**config.mk**
```make
export PLATFORM = sky130hd
export DESIGN_NAME = mem_port_arbiter
export DESIGN_NICKNAME = d
export VERILOG_FILES = /design/src/rtl/mem_port_arbiter_pkg.sv /design/src/rtl/mem_owner_pipe.sv /design/src/rtl/mem_port_arbiter.sv
export SDC_FILE = /design/constraint.sdc
export NUM_CORES = 1
export LEC_CHECK = 0
export CAP_MARGIN = 30
export CORE_AREA = 2 2 108 110
export DETAILED_ROUTE_END_ITERATION = 6
export DIE_AREA = 0 0 110 112
export GPL_ROUTABILITY_DRIVEN = 0
export PLACE_DENSITY = 0.69
export SETUP_SLACK_MARGIN = 0.4
export SYNTH_ARGS = -nofsm -noshare
export SYNTH_HDL_FRONTEND = slang
export SYNTH_SLANG_ARGS = --single-unit
export TNS_END_PERCENT = 5
```
**constraint.sdc**
```tcl
create_clock -name rclk -period 1.2 [get_ports rclk]
set_input_delay 0.24 -clock rclk [delete_from_list [all_inputs] [get_ports rclk]]
set_output_delay 0.24 -clock rclk [all_outputs]
set_load 0.01 [all_outputs]
```
**src/rtl/mem_port_arbiter_pkg.sv**
```systemverilog
// Shared owner-tag encoding, default read latency and byte-enable width helper.
// Pure declarations; no timing or flow-control behaviour of its own.
package mem_port_arbiter_pkg;

   localparam logic OWN_FETCH   = 1'b1;
   localparam logic OWN_DATA    = 1'b0;
   localparam int   DEF_MEM_LAT = 1;

   typedef struct packed {
      logic vld;
      logic is_fetch;
   } owner_t;

   function automatic int be_width(input int data_w);
      return data_w / 8;
   endfunction

endpackage

```
**src/rtl/mem_owner_pipe.sv**
```systemverilog
// Read-owner tracker: LAT-deep {valid, is_fetch} shift register, async active-low clear.
// Tag appears on the outputs LAT edges after it is loaded; no backpressure, one tag per cycle.
module mem_owner_pipe
   import mem_port_arbiter_pkg::*;
#(
   parameter int LAT = DEF_MEM_LAT
) (
   input  logic clk,
   input  logic rst_n,
   input  logic in_vld,
   input  logic in_fetch,
   output logic out_vld,
   output logic out_fetch
);

   owner_t [LAT-1:0] stage;

   always_ff @(posedge clk or negedge rst_n) begin
      if (!rst_n) begin
         stage <= '0;
      end else begin
         stage[0] <= {in_vld, in_fetch};
         for (int i = 1; i < LAT; i++) begin
            stage[i] <= stage[i-1];
         end
      end
   end

   assign out_vld   = stage[LAT-1].vld;
   assign out_fetch = stage[LAT-1].is_fetch;

endmodule

```
**src/rtl/mem_port_arbiter.sv**
```systemverilog
// Fetch/load-store arbiter for a single-ported memory; grant is same-cycle, read data returns MEM_LAT cycles after issue.
// Losing requester holds its request (if_stall for fetch); optional conflict counter under MEM_PORT_ARBITER_STATS_EN.
module mem_port_arbiter
   import mem_port_arbiter_pkg::*;
#(
   parameter int ADDR_W     = 32,
   parameter int DATA_W     = 32,
   parameter int MEM_LAT    = DEF_MEM_LAT,
   parameter int MAX_STARVE = 4
) (
   input  logic                  rclk,
   input  logic                  rst,
   input  logic                  if_req,
   input  logic [ADDR_W-1:0]     if_addr,
   output logic                  if_gnt,
   output logic                  if_rvalid,
   output logic [DATA_W-1:0]     if_rdata,
   input  logic                  d_req,
   input  logic                  d_we,
   input  logic [DATA_W/8-1:0]   d_be,
   input  logic [ADDR_W-1:0]     d_addr,
   input  logic [DATA_W-1:0]     d_wdata,
   output logic                  d_gnt,
   output logic                  d_rvalid,
   output logic [DATA_W-1:0]     d_rdata,
   output logic                  mem_en,
   output logic                  mem_we,
   output logic [DATA_W/8-1:0]   mem_be,
   output logic [ADDR_W-1:0]     mem_addr,
   output logic [DATA_W-1:0]     mem_wdata,
   input  logic [DATA_W-1:0]     mem_rdata,
   output logic                  if_stall
`ifdef MEM_PORT_ARBITER_STATS_EN
   ,
   output logic [31:0]           conflict_cnt
`endif
);

   localparam int BE_W = be_width(DATA_W);
   localparam int SC_W = (MAX_STARVE > 0) ? $clog2(MAX_STARVE + 1) : 1;
   localparam logic [SC_W-1:0] STARVE_MAX = SC_W'(MAX_STARVE);

   logic [SC_W-1:0] starve_cnt;
   logic            fetch_force;
   logic            tag_vld;
   logic            tag_fetch;
   logic            ret_vld;
   logic            ret_fetch;

   // Data normally wins; a fetch denied MAX_STARVE cycles in a row takes the port once.
   assign fetch_force = (MAX_STARVE > 0) && (starve_cnt >= STARVE_MAX);
   assign d_gnt       = rst & d_req & ~(if_req & fetch_force);
   assign if_gnt      = rst & if_req & (~d_req | fetch_force);
   assign mem_en      = if_gnt | d_gnt;
   assign if_stall    = rst & if_req & ~if_gnt;

   always_comb begin
      mem_we    = 1'b0;
      mem_be    = '0;
      mem_addr  = '0;
      mem_wdata = '0;
      if (d_gnt) begin
         mem_we    = d_we;
         mem_be    = d_be;
         mem_addr  = d_addr;
         mem_wdata = d_wdata;
      end else if (if_gnt) begin
         mem_be    = {BE_W{1'b1}};
         mem_addr  = if_addr;
      end
   end

   always_ff @(posedge rclk or negedge rst) begin
      if (!rst) begin
         starve_cnt <= '0;
      end else if (if_stall) begin
         if (starve_cnt < STARVE_MAX) begin
            starve_cnt <= starve_cnt + SC_W'(1);
         end
      end else begin
         starve_cnt <= '0;
      end
   end

   // Stores carry no tag: their completion is the grant itself.
   assign tag_vld   = if_gnt | (d_gnt & ~d_we);
   assign tag_fetch = if_gnt ? OWN_FETCH : OWN_DATA;

   mem_owner_pipe #(
      .LAT (MEM_LAT)
   ) u_owner_pipe (
      .clk       (rclk),
      .rst_n     (rst),
      .in_vld    (tag_vld),
      .in_fetch  (tag_fetch),
      .out_vld   (ret_vld),
      .out_fetch (ret_fetch)
   );

   assign if_rvalid = ret_vld & (ret_fetch == OWN_FETCH);
   assign d_rvalid  = ret_vld & (ret_fetch == OWN_DATA);
   assign if_rdata  = if_rvalid ? mem_rdata : '0;
   assign d_rdata   = d_rvalid  ? mem_rdata : '0;

`ifdef MEM_PORT_ARBITER_STATS_EN
   always_ff @(posedge rclk or negedge rst) begin
      if (!rst) begin
         conflict_cnt <= '0;
      end else if (if_req & d_req) begin
         conflict_cnt <= conflict_cnt + 32'd1;
      end
   end
`endif

endmodule

```
# --- Word-level counts from Yosys, hierarchy flattened ---
# Cells that the tools add are included.
word_totals:
  inputBits: 137
  register_bits: 5
  mem_bits_rw: 0
  mem_bits_ro: 0
  memories: 0
  word_cells: 35
  out_inout_bits: 139
  latch_bits: 0
op_classes:
  n_mux: 11
  bitwise: 17
  multipliers: 0
  n_reduce_logical: 0
  addsub: 1
  div: 0
  magnitude_cmp: 2
  n_eq_ne: 1
  shifts: 0
ops:
  columns: ["op", "n"]
  rows:
  - ["two-way mux 32 bit", 5]
  - ["AND 1 bit", 9]
  - ["two-way mux 4 bit", 2]
  - ["two-way mux 3 bit", 2]
  - ["NOT 1 bit", 5]
  - ["adder 3 x 1 -> 3 bit (second input constant)", 1]
  - ["greater-or-equal comparator 3 bit (second input constant)", 1]
  - ["less-than comparator 3 bit (second input constant)", 1]
  - ["OR 1 bit", 3]
  - ["two-way mux 1 bit", 2]
  - ["!= test 2 x 1 -> 1 bit (second input constant)", 1]

# --- Logic depth before layout (Yosys ltp) ---
# Gate-level depths: netlist of run 1.
depth:
  word_depth: 6
  ltp_mapped: 6

# --- Cells and area by module ---
# A second synthesis of run 1 with hierarchy kept.
hier_totals:
  hier_cells: 251
  area_unflattened_um2: 1552.7
by_module_without_submodules:
  columns: ["module", "n_inst", "cells_each", "area_each_um2"]
  rows:
  - ["mem_port_arbiter", 1, 249, 1502.7]
  - ["mem_owner_pipe", 1, 2, 50.0]

# --- Worst setup path after synthesis of run 1 ---
# OpenSTA, ideal clock, no wires.
synth_path:
  kind: "reg-to-output"
  start: "register starve_cnt[2]"
  end: "output mem_addr[21]"
  path_slack_ns: -0.069
  stages_incl_launch_ff: 5
  arrival_ns: 1.029
  n_path_buf: 1
  path_cell_list: "dfrtp_1 nand2_1 nand2_1 buf_2 o22ai_1"
synth_via:
  elab_chain_cells: 5
  word_cells_on_any_way: 8
  classes_between: "order compare: 1; mux: 2; bitwise: 5"
synth_rtl:
  columns: ["element", "line", "rtl"]
  rows:
  - ["from (decl)", "mem_port_arbiter.sv:43", "logic [SC_W-1:0] starve_cnt;"]
  - ["from (signal assigned)", "mem_port_arbiter.sv:78", "starve_cnt <= starve_cnt + SC_W'(1);"]
  - ["greater-or-equal comparator 3 bit (*)", "mem_port_arbiter.sv:51", "assign fetch_force = (MAX_STARVE > 0) && (starve_cnt >= STARVE_MAX);"]
  - ["OR 1 bit / AND 1 bit (equally long branches)", "mem_port_arbiter.sv:53, mem_port_arbiter.sv:52", null]
  - ["AND 1 bit / NOT 1 bit (equally long branches)", "mem_port_arbiter.sv:53, mem_port_arbiter.sv:52", null]
  - ["two-way mux 32 bit / AND 1 bit (equally long branches)", "mem_port_arbiter.sv:67, mem_port_arbiter.sv:52", null]
  - ["two-way mux 32 bit (*)", "mem_port_arbiter.sv:62", "if (d_gnt) begin"]
  - ["to (decl)", "mem_port_arbiter.sv:29", "output logic [ADDR_W-1:0] mem_addr,"]
# Every way passes the cells marked *; elsewhere a longest branch is shown, timed or not.

# --- Final worst setup path of run 1 ---
layout_path:
  start: "register starve_cnt[2]"
  end: "output mem_addr[30]"
# Same word-level chain as after synthesis.

==> results.sh, run 1 <==
export IMPL_status="finished with violations"
export IMPL_violations="hold timing, setup timing"
export IMPL_synth_fp_nets=390
export IMPL_crit_path_top_delay_cell="dfrtp_2"
export IMPL_path_clk_slew_ns=0.03
export IMPL_tritoncts="built"
export IMPL_drive_above_1_share_pct=43.75
export IMPL_h_tree_depth=1
export IMPL_dieArea_um2=12320
export IMPL_finalHoldViolations=1
export IMPL_start_util_pct=13.47
export IMPL_crit_path_frequent_cell="buf_6"
export IMPL_cp_max_fo=4
export IMPL_vias_per_cell=4.199
export IMPL_crit_type="reg -> out"
export IMPL_portBuffers=275
export IMPL_worstSetupEndpointType="output port"
export IMPL_crit_path_max_incr_delay_ns=0.44
export IMPL_synth_top_area_share_pct=28.26
export IMPL_postRouteAntennaNets=0
export IMPL_gr_usage_all_layers_pct=15.63
export IMPL_fmax_mhz=568.8
export IMPL_wl_per_cell_um=15.23
export IMPL_antenna_found_initial=1
export IMPL_finalSetupTns_ns=-50.94
export IMPL_relSlewSlack_pct=81.70
export IMPL_cts_sinks=5
export IMPL_syn_area_per_cell_um2=5.973
export IMPL_die_y_um=112
export IMPL_synth_area_um2=1505
export IMPL_ys_types=21
export IMPL_io_pin_count=276
export IMPL_slew_viol_final=0
export IMPL_clockBufferDepth=2
export IMPL_post_route_drc_count=0
export IMPL_clock_latency_ns=0.23
export IMPL_pwr_share_clk_pct=25.6
export IMPL_drtPass1Iterations=4
export IMPL_cts_buffers=3
export IMPL_ys_seq_area_share_pct=8.313
export IMPL_synth_seq_cells=5
export IMPL_wl_mm=10.48
export IMPL_fin_nets=683
export IMPL_cap_violations=0
export IMPL_core_region_area_um2=11170
export IMPL_grt_ovfl_total=0
export IMPL_critPathLaunch="starve_cnt[2]"
export IMPL_crit_required_ns=0.96
export IMPL_synthTopCellsByArea="and2_1 (28%), nand2_1 (17%), and3_1 (13%), o22ai_1 (13%), dfrtp_1 (8.3%)"
export IMPL_min_period_ns=1.758
export IMPL_r2r_slack_ns=-0.10
export IMPL_worstPathCellList="buf_6 -> o21ai_4 -> buf_6 -> buf_16 -> o22ai_4 -> buf_2"
export IMPL_dpl_hpwl_mm=8.544
export IMPL_root_buffer="clkbuf_16"
export IMPL_num_rows=39
export IMPL_whs_ns=-0.0001991
export IMPL_syn_to_final_growth_pct=206.9
export IMPL_fin_ws_ns=-0.5582
export IMPL_grt_max_degree=65
export IMPL_critPathArrivalTime_ns=1.52
export IMPL_grt_pass1_wl_mm=15.23
export IMPL_pwr_share_seq_pct=8.5
export IMPL_stdcell_area_um2=4619
export IMPL_rr_startpoint="starve_cnt[2]"
export IMPL_drt_iter0_drc=125
export IMPL_powerDensity_nw_per_um2=463.7
export IMPL_via_count=2889
export IMPL_finClkSkew_ns=0.001488
export IMPL_netSwitchingPower_uw=673.0
export IMPL_critPathLaunchType="flop"
export IMPL_yosys_warnings=0
export IMPL_grt_pass1_vias=2938
export IMPL_tightest_slew_ns=0.2742
export IMPL_dieWidth_um=110
export IMPL_post_dp_cell_area_um2=4735
export IMPL_hold_class="in -> async"
export IMPL_p_comb_share_pct=66.0
export IMPL_grt_setup_unrepaired="true"
export IMPL_yosysTopAreaCell="and2_1"
export IMPL_finalCritPeriodShare_pct=146.5
export IMPL_pre_cts_ws_ns=-1.089
export IMPL_intPower_uw=1469
export IMPL_finalSetupViolCount=140
export IMPL_switching_share_pct=31.42
export IMPL_p_leak_uw=0.002338
export IMPL_worstRegToRegCells=6
export IMPL_ir_worst_vdd_v=0.0002209
export IMPL_netlist_instances=252
==> final cells by class <==
cell class              instances  area (um^2)
repair buffers                314         2688
clock buffers                   4        78.83
well taps                     143        178.9
fillers                      1148         6555
inverters                       2        7.507
diodes                          1        2.502
multi-input cells             219         1536
flip-flops and latches          5        127.6
==> flip-flops by register name, summed over array words and instances, names as in the netlist <==
signal                  cells
u_owner_pipe.out_fetch      1
u_owner_pipe.out_vld        1
starve_cnt                  3
==> kinds of logic after synthesis <==
group | count (synthesis) | synth area share, %
flip-flops | 5 | 8.313
AND/OR/NAND/NOR | 178 | 62.76
buffers and inverters | 29 | 11.47
AO/OA/AOI/OAI | 39 | 16.63
adder cells (fa/ha/maj) | 1 | 0.8311
==> metrics by stage <==
| stage | utilization [%] | total power, uW | hold slack (ns) | std cells |
|---|---|---|---|---|
| after floorplan | - | 698.5 | -0.05559 | 252 |
| after global placement | 42.37 | 1586 | 0.2456 | 666 |
| after detailed placement | 42.37 | 1604 | 0.2429 | 666 |
| after CTS | 40.76 | 2144 | 0.0003251 | 687 |
| after global routing | 41.34 | 2270 | 0.01962 | 688 |
| final | 41.34 | 2142 | -0.0001991 | 688 |
==> layout by cell type (no fill, tap or decap), drive strengths merged <==
| cell type | instances |
|---|---|
| inv | 2 |
| clkbuf | 4 |
| clkdlybuf4s50 | 134 |
| nor3b | 1 |
| dfrtp | 5 |
| nand2b | 1 |
| and2 | 68 |
| nand2 | 71 |
| o21ai | 2 |
| diode | 1 |
| clkdlybuf4s15 | 6 |
| nor2b | 2 |
| nor2 | 3 |
| a21oi | 6 |
| buf | 174 |
| and3 | 32 |
| ha | 1 |
| o22ai | 32 |
==> per-layer routing <==
layer,global-route usage [%],up-vias,share of wire (%)
li1,-,1427,-
met2,30.27,147,53
met5,0,-,0
met3,2.693,8,10
met4,4.388,0,1.1
met1,16.81,1307,36
==> worst max-delay path, delay by kind of cell, from the launching register on <==
kind	cells	cell delay (ns)
buf+inv	4	0.59
compound gates	2	0.26
flops	1	0.44
==> cell usage after synthesis (all sizes together) <==
cell and n:
nor2 3, buf 18, o21ai 1, and3 32, and2 68, clkbuf 9, nor2b 2, nor3b 1
ha 1, dfrtp 5, o22ai 32, nand2b 1, a21oi 6, inv 2, nand2 71
==> repair_timing <==
action                     in CTS  in global routing
pin swaps                      17                  7
setup endpoints to repair     144                144
gates cloned                    5                  0
setup buffers                  12                  0
hold buffers                    0                  0
gates resized for setup       596                 18
==> final timing paths <==
check                                          to
max                                  mem_addr[30]
min                          u_owner_pipe.out_vld
max reg2reg                u_owner_pipe.out_fetch
min reg2reg                         starve_cnt[0]
max in group asynchronous           starve_cnt[2]
min in group rclk                   starve_cnt[0]
==> power by group through the flow <==
stage          Clock, uW  Sequential [uW]  Combinational (uW)
2_1_floorplan          0              182                 517
3_3_place_gp           0              182                1400
3_5_place_dp           0              183                1420
4_1_cts              564              181                1400
5_1_grt              575              183                1510
6_report             547              182                1410
No activity file was read; power rests on OpenSTA's default activity.
==> run 2: changes to the inputs <==
- CAP_MARGIN: 30 -> 0
- CELL_PAD_IN_SITES_DETAIL_PLACEMENT: default -> 0
- CELL_PAD_IN_SITES_GLOBAL_PLACEMENT: default -> 1
- CORE_AREA: 2 2 108 110 -> 2 2 115 128
- DIE_AREA: 0 0 110 112 -> 0 0 117 130
- PLACE_DENSITY: 0.69 -> 0.92
==> results.sh, run 2 (synthesis gave the netlist of run 1 again) <==
export IMPL_met2_usage_pct=20.54
export IMPL_violations="hold timing, setup timing"
export IMPL_grt_pass1_vias=2586
export IMPL_cpLargestDelayFamily="flip-flops"
export IMPL_stdcell_area_um2=4700
export IMPL_clockBufferDepth=2
export IMPL_fin_ws_ns=-0.5018
export IMPL_io_pin_count=276
export IMPL_wl_per_cell_um=13.64
export IMPL_grt_setup_unrepaired="true"
export IMPL_slew_viol_final=0
export IMPL_cap_violations=0
export IMPL_num_rows=46
export IMPL_min_period_ns=1.702
export IMPL_via_count=2854
export IMPL_postRouteAntennaNets=0
export IMPL_start_util_pct=10.67
export IMPL_post_route_drc_count=0
export IMPL_dpl_hpwl_mm=7.299
export IMPL_path_clk_slew_ns=0.03
export IMPL_fin_nets=678
export IMPL_crit_required_ns=0.96
export IMPL_largest_register="starve_cnt"
export IMPL_ir_worst_vdd_v=0.0004367
export IMPL_layout_common_cells="clkdlybuf4s50_1 (133), buf_2 (107), nand2_1 (69)"
export IMPL_tightest_slew_ns=0.2319
export IMPL_syn_to_final_growth_pct=212.2
export IMPL_grt_busiest_layer="met2"
export IMPL_drtPass1Iterations=4
export IMPL_met1_usage_pct=11.81
export IMPL_mostFrequentLayoutCell="clkdlybuf4s50_1"
export IMPL_whs_ns=-0.006511
export IMPL_finalSetupViolCount=138
export IMPL_powerDensity_nw_per_um2=453.9
export IMPL_worstSetupEndpointType="output port"
export IMPL_wl_mm=9.974
export IMPL_cts_buffers=3
export IMPL_root_buffer="clkbuf_16"
export IMPL_dieWidth_um=117
export IMPL_h_tree_depth=1
export IMPL_p_leak_uw=0.002311
export IMPL_tritoncts="built"
export IMPL_ctsHoldBuffers=0
export IMPL_clock_latency_ns=0.23
export IMPL_post_dp_cell_area_um2=4771
export IMPL_core_region_area_um2=14100
export IMPL_critPathLaunchType="flop"
export IMPL_worstPathCellList="o21ai_4 -> buf_6 -> clkbuf_16 -> o22ai_2 -> buf_2"
export IMPL_grt_ovfl_total=0
export IMPL_final_cells=731
export IMPL_crit_type="reg -> out"
export IMPL_grt_max_degree=46
export IMPL_crit_path_max_incr_delay_ns=0.46
export IMPL_gr_usage_all_layers_pct=10.73
export IMPL_cts_sinks=5
export IMPL_dp_cells=710
export IMPL_critPathArrivalTime_ns=1.46
export IMPL_antenna_found_initial=0
export IMPL_diodes=0
export IMPL_grt_pass1_wl_mm=13.04
export IMPL_drive_above_1_share_pct=43.97
export IMPL_finalHoldViolations=5
export IMPL_crit_path_top_delay_cell="dfrtp_2"
export IMPL_portBuffers=275
export IMPL_status="finished with violations"
export IMPL_die_y_um=130
export IMPL_hold_class="in -> async"
export IMPL_finalCritPeriodShare_pct=141.8
export IMPL_vias_per_cell=3.904
export IMPL_largest_reg_flops=3
export IMPL_drt_iter0_drc=71
export IMPL_gr_usage_met3_pct=2.694
export IMPL_relSlewSlack_pct=84.48
export IMPL_cp_max_fo=7
export IMPL_dieArea_um2=15210
export IMPL_finClkSkew_ns=0.001093
export IMPL_fmax_mhz=587.6
export IMPL_critPathBufInv=3
run 2: cell types whose count changed in the layout (fill, tap and decap cells not counted), moves of 2 or more:
cell / change
buf_2: -10
and3_4: +8
a21oi_1: +5
o22ai_4: -2
and3_1: -8
buf_4: -7
o22ai_2: +2
clkbuf_16: +3
a21oi_2: -5
clkdlybuf4s15_2: -2
clkbuf_2: +10
run 2: final timing paths:
| kind | start | endpoint | slack, ns | cells past startpoint |
|---|---|---|---|---|
| max in group asynchronous | rst | u_owner_pipe.out_fetch | 1.09 | 2 |
| min in group rclk | starve_cnt[0] | starve_cnt[0] | 0.43 | 1 |
| worst max register to register | starve_cnt[2] | u_owner_pipe.out_fetch | 0.01 | 4 |
| worst min register to register | starve_cnt[0] | starve_cnt[0] | 0.43 | 1 |
| worst max-delay path | starve_cnt[2] | mem_addr[21] | -0.50 | 5 |
| worst min-delay path | rst | u_owner_pipe.out_vld | -0.007 | 2 |
run 2: per-layer routing:
layer / share of wire, % / up-vias / wire (um)
met5: 0 / - / 0
met4: 1.7 / 0 / 173
met3: 11 / 12 / 1064
met2: 51 / 174 / 5073
met1: 37 / 1255 / 3662
li1: - / 1413 / -
run 2: what timing repair did:
item,CTS,global route
gates resized for setup,465,143
pin swaps,24,7
hold endpoints to repair,0,0
endpoints found under the setup margin,144,144
setup buffers,5,4
cloned,4,4
run 2: worst register-to-register path, stage by stage (launching register included):
cell and delay [ns]:
dfrtp_2 0.46, o21ai_4 0.26, buf_6 0.17, nor2_2 0.06
buf_4 0.13
run 2: power breakdown:
part | total, uW | switching (uW) | internal (uW)
Combinational | 1410 | 553 | 856
Sequential | 181 | 6.39 | 175
Clock | 543 | 103 | 440
run 2: area by class of cell:
| cell class | count | area (um^2) |
|---|---|---|
| clock buffers | 4 | 78.83 |
| multi-input cells | 218 | 1518 |
| well taps | 192 | 240.2 |
| inverters | 2 | 11.26 |
| fillers | 1525 | 9402 |
| flip-flops and latches | 5 | 127.6 |
| repair buffers | 310 | 2724 |
run 2: through the flow:
step	utilization [%]	hold slack [ns]	setup slack, ns	total power, uW	TNS, ns
after floorplan	-	-0.05559	-0.01558	698.5	-0.4620
after global placement	33.83	0.2760	-0.9935	1589	-99.10
after detailed placement	33.83	0.2694	-1.052	1593	-103.76
after CTS	32.85	0.03108	-0.5685	2088	-57.39
after global routing	33.33	0.009649	-0.5596	2262	-60.22
final	33.33	-0.006511	-0.5018	2133	-52.89
